--- config.mk ---
export PLATFORM = sky130hd
export DESIGN_NAME = mem_access_unit
export DESIGN_NICKNAME = d
export VERILOG_FILES = /design/src/rtl/mem_access_unit.sv
export SDC_FILE = /design/constraint.sdc
export NUM_CORES = 1
export LEC_CHECK = 0
export CAP_MARGIN = 25
export CORE_ASPECT_RATIO = 0.75
export CORE_UTILIZATION = 40
export DETAILED_ROUTE_END_ITERATION = 16
export HOLD_SLACK_MARGIN = 0.06
export PLACE_DENSITY_LB_ADDON = 0.2
export REMOVE_ABC_BUFFERS = 1
export SKIP_CTS_REPAIR_TIMING = 1
export SYNTH_ARGS = -nofsm -noshare
export SYNTH_HDL_FRONTEND = slang
export SYNTH_SLANG_ARGS = --single-unit
--- constraint.sdc ---
create_clock -name clock -period 4.6 [get_ports clock]
set_clock_uncertainty 0.2 [all_clocks]
set_input_delay 0.46 -clock clock [delete_from_list [all_inputs] [get_ports clock]]
set_output_delay 0.46 -clock clock [all_outputs]
set_load 0.1 [all_outputs]
--- src/rtl/mem_access_unit.sv ---
// Load/store unit: turns one CPU byte/halfword/word request into single-word RAM accesses.
// Latency: error 1 cycle, load and word store 2, sub-word store 3 (read-modify-write) to resp_valid.
// Backpressure: one request in flight; req_ready low until resp_ready is seen high in RESP.
module mem_access_unit #(
  parameter bit BIG_ENDIAN = 1'b1
) (
  input  logic        clock,
  input  logic        reset,
  input  logic        req_valid,
  output logic        req_ready,
  input  logic        req_write,
  input  logic [1:0]  req_size,
  input  logic        req_signed,
  input  logic [31:0] req_addr,
  input  logic [31:0] req_wdata,
  output logic        resp_valid,
  input  logic        resp_ready,
  output logic [31:0] resp_rdata,
  output logic        resp_error,
  output logic [31:0] ram_address,
  output logic [31:0] ram_writedata,
  output logic        ram_load,
  input  logic [31:0] ram_out
);

  typedef enum logic [1:0] {IDLE, READ, WRITE, RESP} state_t;

  // Request fields kept for the life of the transaction; the word index lives in ram_address.
  typedef struct packed {
    logic        write;
    logic [1:0]  size;
    logic        sgn;
    logic [1:0]  off;
    logic [31:0] wdata;
  } req_t;

  state_t      state;
  req_t        cur;
  logic        bad_req;
  logic [4:0]  shift;
  logic [31:0] lane_mask;
  logic [15:0] lane_val;
  logic [31:0] load_val;
  logic [31:0] merged;

  // Reserved size and misaligned halfword/word requests are rejected at the accept edge.
  always_comb begin
    bad_req = 1'b0;
    case (req_size)
      2'b01:   bad_req = req_addr[0];
      2'b10:   bad_req = (req_addr[1:0] != 2'b00);
      2'b11:   bad_req = 1'b1;
      default: bad_req = 1'b0;
    endcase
  end

  // Bit position of the addressed lane; big-endian puts offset 0 in the top byte.
  always_comb begin
    shift = 5'd0;
    case (cur.size)
      2'b00:   shift = BIG_ENDIAN ? {~cur.off, 3'b000} : {cur.off, 3'b000};
      2'b01:   shift = BIG_ENDIAN ? {~cur.off[1], 4'b0000} : {cur.off[1], 4'b0000};
      default: shift = 5'd0;
    endcase
  end

  // Lane extraction with sign/zero extension for loads, and lane merge for sub-word stores.
  always_comb begin
    lane_mask = (cur.size == 2'b00) ? (32'h0000_00ff << shift) : (32'h0000_ffff << shift);
    lane_val  = 16'(ram_out >> shift);
    load_val  = ram_out;
    case (cur.size)
      2'b00:   load_val = {{24{cur.sgn & lane_val[7]}}, lane_val[7:0]};
      2'b01:   load_val = {{16{cur.sgn & lane_val[15]}}, lane_val[15:0]};
      default: load_val = ram_out;
    endcase
    merged = (ram_out & ~lane_mask) | ((cur.wdata << shift) & lane_mask);
  end

  // Transaction FSM; every interface output is a register so ram_load cannot glitch.
  always_ff @(posedge clock or posedge reset) begin
    if (reset) begin
      state         <= IDLE;
      cur           <= '0;
      req_ready     <= 1'b1;
      resp_valid    <= 1'b0;
      resp_rdata    <= 32'd0;
      resp_error    <= 1'b0;
      ram_load      <= 1'b0;
      ram_address   <= 32'd0;
      ram_writedata <= 32'd0;
    end else begin
      case (state)
        IDLE: begin
          if (req_valid) begin
            cur         <= {req_write, req_size, req_signed, req_addr[1:0], req_wdata};
            ram_address <= {2'b00, req_addr[31:2]};
            req_ready   <= 1'b0;
            if (bad_req) begin
              resp_valid <= 1'b1;
              resp_error <= 1'b1;
              resp_rdata <= 32'd0;
              state      <= RESP;
            end else if (req_write && req_size == 2'b10) begin
              // Full-word store needs no read of the old contents.
              ram_writedata <= req_wdata;
              ram_load      <= 1'b1;
              state         <= WRITE;
            end else begin
              state <= READ;
            end
          end
        end
        READ: begin
          if (cur.write) begin
            ram_writedata <= merged;
            ram_load      <= 1'b1;
            state         <= WRITE;
          end else begin
            resp_rdata <= load_val;
            resp_error <= 1'b0;
            resp_valid <= 1'b1;
            state      <= RESP;
          end
        end
        WRITE: begin
          ram_load   <= 1'b0;
          resp_rdata <= 32'd0;
          resp_error <= 1'b0;
          resp_valid <= 1'b1;
          state      <= RESP;
        end
        RESP: begin
          if (resp_ready) begin
            resp_valid <= 1'b0;
            resp_rdata <= 32'd0;
            resp_error <= 1'b0;
            req_ready  <= 1'b1;
            state      <= IDLE;
          end
        end
        default: state <= IDLE;
      endcase
    end
  end

endmodule

== After elaboration in Yosys (flattened, before gate mapping) ==
Cells that the tools add are included.

* Add/sub/neg operators: 0
* $mul: 0
* Div/mod/pow operators: 0
* Order comparisons: 0
* Equality and inequality tests: 14
* Shift-type cells: 4
* Muxes and demuxes: 35
* Bitwise operators: 8
* Reductions and logical operators: 13

{| class="wikitable"
|+ Operator list
! kind !! number
|-
| $mux 32 || 9
|-
| $pmux 32 s2 || 2
|-
| $pmux 32 s4 || 1
|-
| $and 32x32->32 || 2
|-
| $not 32->32 || 1
|-
| $or 32x32->32 || 1
|-
| $shl 16x5->32 const A || 1
|-
| $shl 32x5->32 || 1
|-
| $shl 8x5->32 const A || 1
|-
| $shr 32x5->16 || 1
|-
| $ne 2x2->1 const B || 7
|-
| $mux 1 || 12
|-
| $pmux 5 s2 || 1
|-
| $reduce_and 5->1 || 2
|-
| $eq 2x2->1 const B || 4
|-
| $mux 2 || 4
|-
| $pmux 1 s4 || 2
|-
| $pmux 2 s4 || 1
|-
| $eq 2x1->1 const B || 3
|-
| $pmux 1 s3 || 2
|-
| $reduce_bool 2->1 || 3
|-
| $logic_not 2->1 || 2
|-
| $reduce_and 2->1 || 2
|-
| $reduce_and 4->1 || 1
|-
| 7 further kinds || 8
|}

* Register bits after elaboration: 138
* Bits in latches: 0
* Bits in writable memories: 0
* Bits in read-only memories: 0
* Bits of input ports: 104
* Output and inout bits: 100
* Logic and storage cells: 87
* Memories kept: 0

== Depth between registers and ports, before layout ==
* Depth after elaboration: 9
* Depth in mapped cells: 11
* Depth with buffers taken out: 7

== Worst setup path before layout ==
OpenSTA, ideal clock, no wires.

* Path kind: register to register
* From: register state[0]
* To: register ram_writedata[16]
* Setup time: 0.125 ns
* Arrival time: 1.858 ns
* Required time: 4.275 ns
* Slack: 2.417 ns
* Cell stages (with the launch flop): 10
* Path buffers: 3
* Clock period less this slack: 2.183 ns
* Path through: dfrtp_1 -> inv_1 -> ha_1 -> buf_2 -> and2_1 -> buf_2 -> a32oi_1 -> nor2_1 -> clkbuf_1 -> mux2_2

* Cells in the longest elaborated chain, start to end: 3

{| class="wikitable"
|+ Ends and longest elaborated chain
! element !! RTL line !! RTL
|-
| start, declared || 37 || <nowiki>state_t state;</nowiki>
|-
| start signal, assigned || 83 || <nowiki>state <= IDLE;</nowiki>
|-
| start signal, assigned || 103 || <nowiki>state <= RESP;</nowiki>
|-
| start signal, assigned || 108 || <nowiki>state <= WRITE;</nowiki>
|-
| $eq 2x1->1 or $logic_not 2->1 (tied branches) || 93 || <nowiki>case (state)</nowiki>
|-
| $ne 2x2->1 (no source line) or $reduce_bool 2->1 (tied branches) || n/a ||
|-
| $reduce_and 5->1 (no source line) || n/a ||
|-
| end signal, assigned || 106 || <nowiki>ram_writedata <= req_wdata;</nowiki>
|-
| end signal, assigned || 116 || <nowiki>ram_writedata <= merged;</nowiki>
|-
| end, declared || 21 || <nowiki>output logic [31:0] ram_writedata,</nowiki>
|}

Several ways; a longest one is shown, not always the timed one.
A chain may end at the register's enable or synchronous reset.

== Worst setup path in the final report ==
* From: register state[1]
* To: register resp_rdata[10]

* Cells in the longest elaborated chain, start to end: 3

{| class="wikitable"
|+ Ends and longest elaborated chain
! element !! RTL line !! RTL
|-
| $eq 2x1->1, or another cell as far along || 93 ||
|-
| $ne 2x2->1 (no source line) || n/a ||
|-
| $reduce_and 4->1 (no source line) || n/a ||
|-
| end signal, assigned || 120 || <nowiki>resp_rdata <= load_val;</nowiki>
|-
| end, declared || 18 || <nowiki>output logic [31:0] resp_rdata,</nowiki>
|}

Several ways; a longest one is shown, not always the timed one.

==> run summary <==
R2R setup slack: 1480 ps
1st-pass router iterations: 5
Post-Route M1 WL: 8290 um
Area of the mapped netlist: 0.00606 sq mm
Grt ovf: 0
Synth area leaders: dfrtp_1 50%, mux2_2 13%, mux2i_1 4.8%, nor2_1 2.9%, nand2b_1 2.8%
Inserted Clock Buffers: 17
Fin. Hold Viols: 0
Initial Util: 0.414
Clock Sinks: 122
R2R Path Start: state[1]
Yosys warns: 0
Layout cells sized above 1: 0.162
RSZ-0062 raised after global routing: false
Critical path type: register to register
DR vias/cell: 5.47
Total Routed Length: 18,500 um
Cells after synthesis: 553
Status: completed
Met2 routed WL: 8710 um
Finished Layout Cells: 951
Required time worst endpoint: 4720 ps
Total track usage: 0.247
Total of max-cap violations: 0
Final setup fails: 0
Yosys top cell area share: 0.500
Critical Path AT: 3240 ps
Final min period: 3120 ps
Synth area leader: dfrtp_1
GPL Wtd Cong: 0.901
DRC Markers: 0
Post-synth EDFFs: 0
R2R depth: 6
CP max stage cell: nor2b_2
Hold Path Stages: 2
Fin. max-slew vios: 0
Design area: 0.00880 sq mm
Max Freq: 320 MHz
Bufs and invs on worst path: 1
Via count: 5,205
CP top delay family: simple AND/OR/NAND/NOR gates
Routed WL per cell: 19.5 um
# H-tree levels: 4
Ant. Diodes: 0
Hold endpoint: resp_error
Site Rows: 38
Max layer used: met4
WL met3: 1380 um
Hold_sp: resp_error
Core box area: 0.0146 sq mm
Final period util: 0.679
Largest stage delay on the critical path: 810 ps
CTS tree: yes
DP Cell Count: 918
Clock-pin slew on the worst setup and hold paths: 50 ps
Initial antenna violation count: 0
Seq cells post-synth: 122
Syn-to-layout area delta: 45.3%
DIE HEIGHT: 109 um
Fillers: 1,211
DP Area: 0.00820 sq mm
Synth cell types: 45
Root Buffer: clkbuf_16
HP Class: register to register
IO Count: 204
Final net count: 846
Clock latency on the worst-skew pair: 410 ps
Sequential share of the synthesized area: 0.504
Startpoint types: register
CTS max path bufs: 2
Die Footprint: 0.0156 sq mm
Detail Route Antenna Nets: 0
Crit Path Max Fanout: 21
Initial detailed-routing violation count: 382
First-pass GRT wire length: 28,300 um
Synthesized area per cell: 11.0 sq um
Largest net degree at the start of global routing: 69
Detailed placement HPWL: 12,800 um
Post-synthesis async set-or-reset flop share: 1.00
Vias in the first global route: 5,145
I/O Buffers: 201
Post-synth top flop: dfrtp_1
Worst slew margin: 0.294
Crit path cell chain: inv_1 > ha_2 > nor2b_2 > nand3_1 > or3_1 > o221ai_1
Die width: 144 um
R2R Path End: resp_rdata[10]
Type of element capturing the critical path: register
Slew @ Worst Pin: 1060 ps
## worst max path at each step
stage	from	endpoint	cells past startpoint
2_1_floorplan	state[0]	ram_writedata[0]	7
3_3_place_gp	state[1]	resp_rdata[13]	6
3_5_place_dp	state[1]	resp_rdata[12]	6
4_1_cts	state[1]	resp_rdata[10]	6
5_1_grt	state[1]	resp_rdata[12]	6
6_report	state[1]	resp_rdata[10]	6
## cell usage in the layout, fill, tap and decap left out, types with 10 or more instances in the layout
cell and instances:
clkdlybuf4s50_1 201, dfrtp_1 121, mux2_2 70, nor2_1 46
a21oi_1 32, mux2i_1 29, nand2_1 28, nand2b_1 27
o21ai_0 18, clkbuf_16 17, a32o_1 16, nor2b_1 11
nand3_1 11, a31oi_1 11, inv_1 10
## stage by stage
stage | utilization | setup TNS (ps) | hold WS [ps] | worst slack (ps)
3_3_place_gp | 0.560 | 0 | 265 | 1630
4_1_cts | 0.600 | 0 | 293 | 1520
2_1_floorplan | - | -7240 | 275 | -363
3_5_place_dp | 0.560 | 0 | 280 | 1520
6_report | 0.601 | 0 | 285 | 1480
5_1_grt | 0.601 | 0 | 309 | 1370
## kinds of logic (layout without fill, tap and decap cells)
family          Yosys count  after routing  share of synthesized area
mux                     100            100                      0.180
buf+inv                  56            253                     0.0395
simple gates            139            139                      0.110
fa+ha+maj                 4              4                    0.00826
compound gates          131            131                      0.157
other cells               1              2                   0.000619
flops                   122            122                      0.504
## cell type report
type,instances,area [sq um],area share
clock inverters,7,87.6,0.00995
flip-flops and latches,122,3050,0.347
repair buffers,210,2080,0.236
well taps,200,250,0.0284
inverters,11,43.8,0.00498
multi-input cells,376,2780,0.316
clock buffers,25,505,0.0574
## routing by layer
metal	vias up	global-route usage
li1	2365	-
met1	2618	0.335
met2	207	0.384
met3	15	0.0664
met4	0	0.0745
met5	-	0
## worst min-delay path, cell delays in order (launching register included)
cell and delay, ps:
dfrtp_1 340, nand2_1 50, o21ai_0 60
## cells in the mapped netlist (all sizes together) (4+ instances only)
cell type and number:
dfrtp 121, mux2 71, nor2 47, a21oi 33, mux2i 29, nand2 28, buf 27, nand2b 27
o21ai 19, clkbuf 18, a32o 16, nor2b 12, a31oi 11, inv 11, nand3 11, o211ai 9
o21a 9, o221ai 8, o22ai 8, a221oi 5, a22o 4, ha 4, nor3 4
## registers in the layout, indices dropped and copies added (netlist names)
| name | flops |
|---|---|
| resp_error | 1 |
| ram_load | 1 |
| cur | 22 |
| req_ready | 1 |
| state | 2 |
| ram_writedata | 32 |
| resp_rdata | 32 |
| resp_valid | 1 |
| ram_address | 30 |
Power is left out: the tool's default activity adds up to more than one toggle a clock period on the data nets, which glitch-free logic cannot reach.
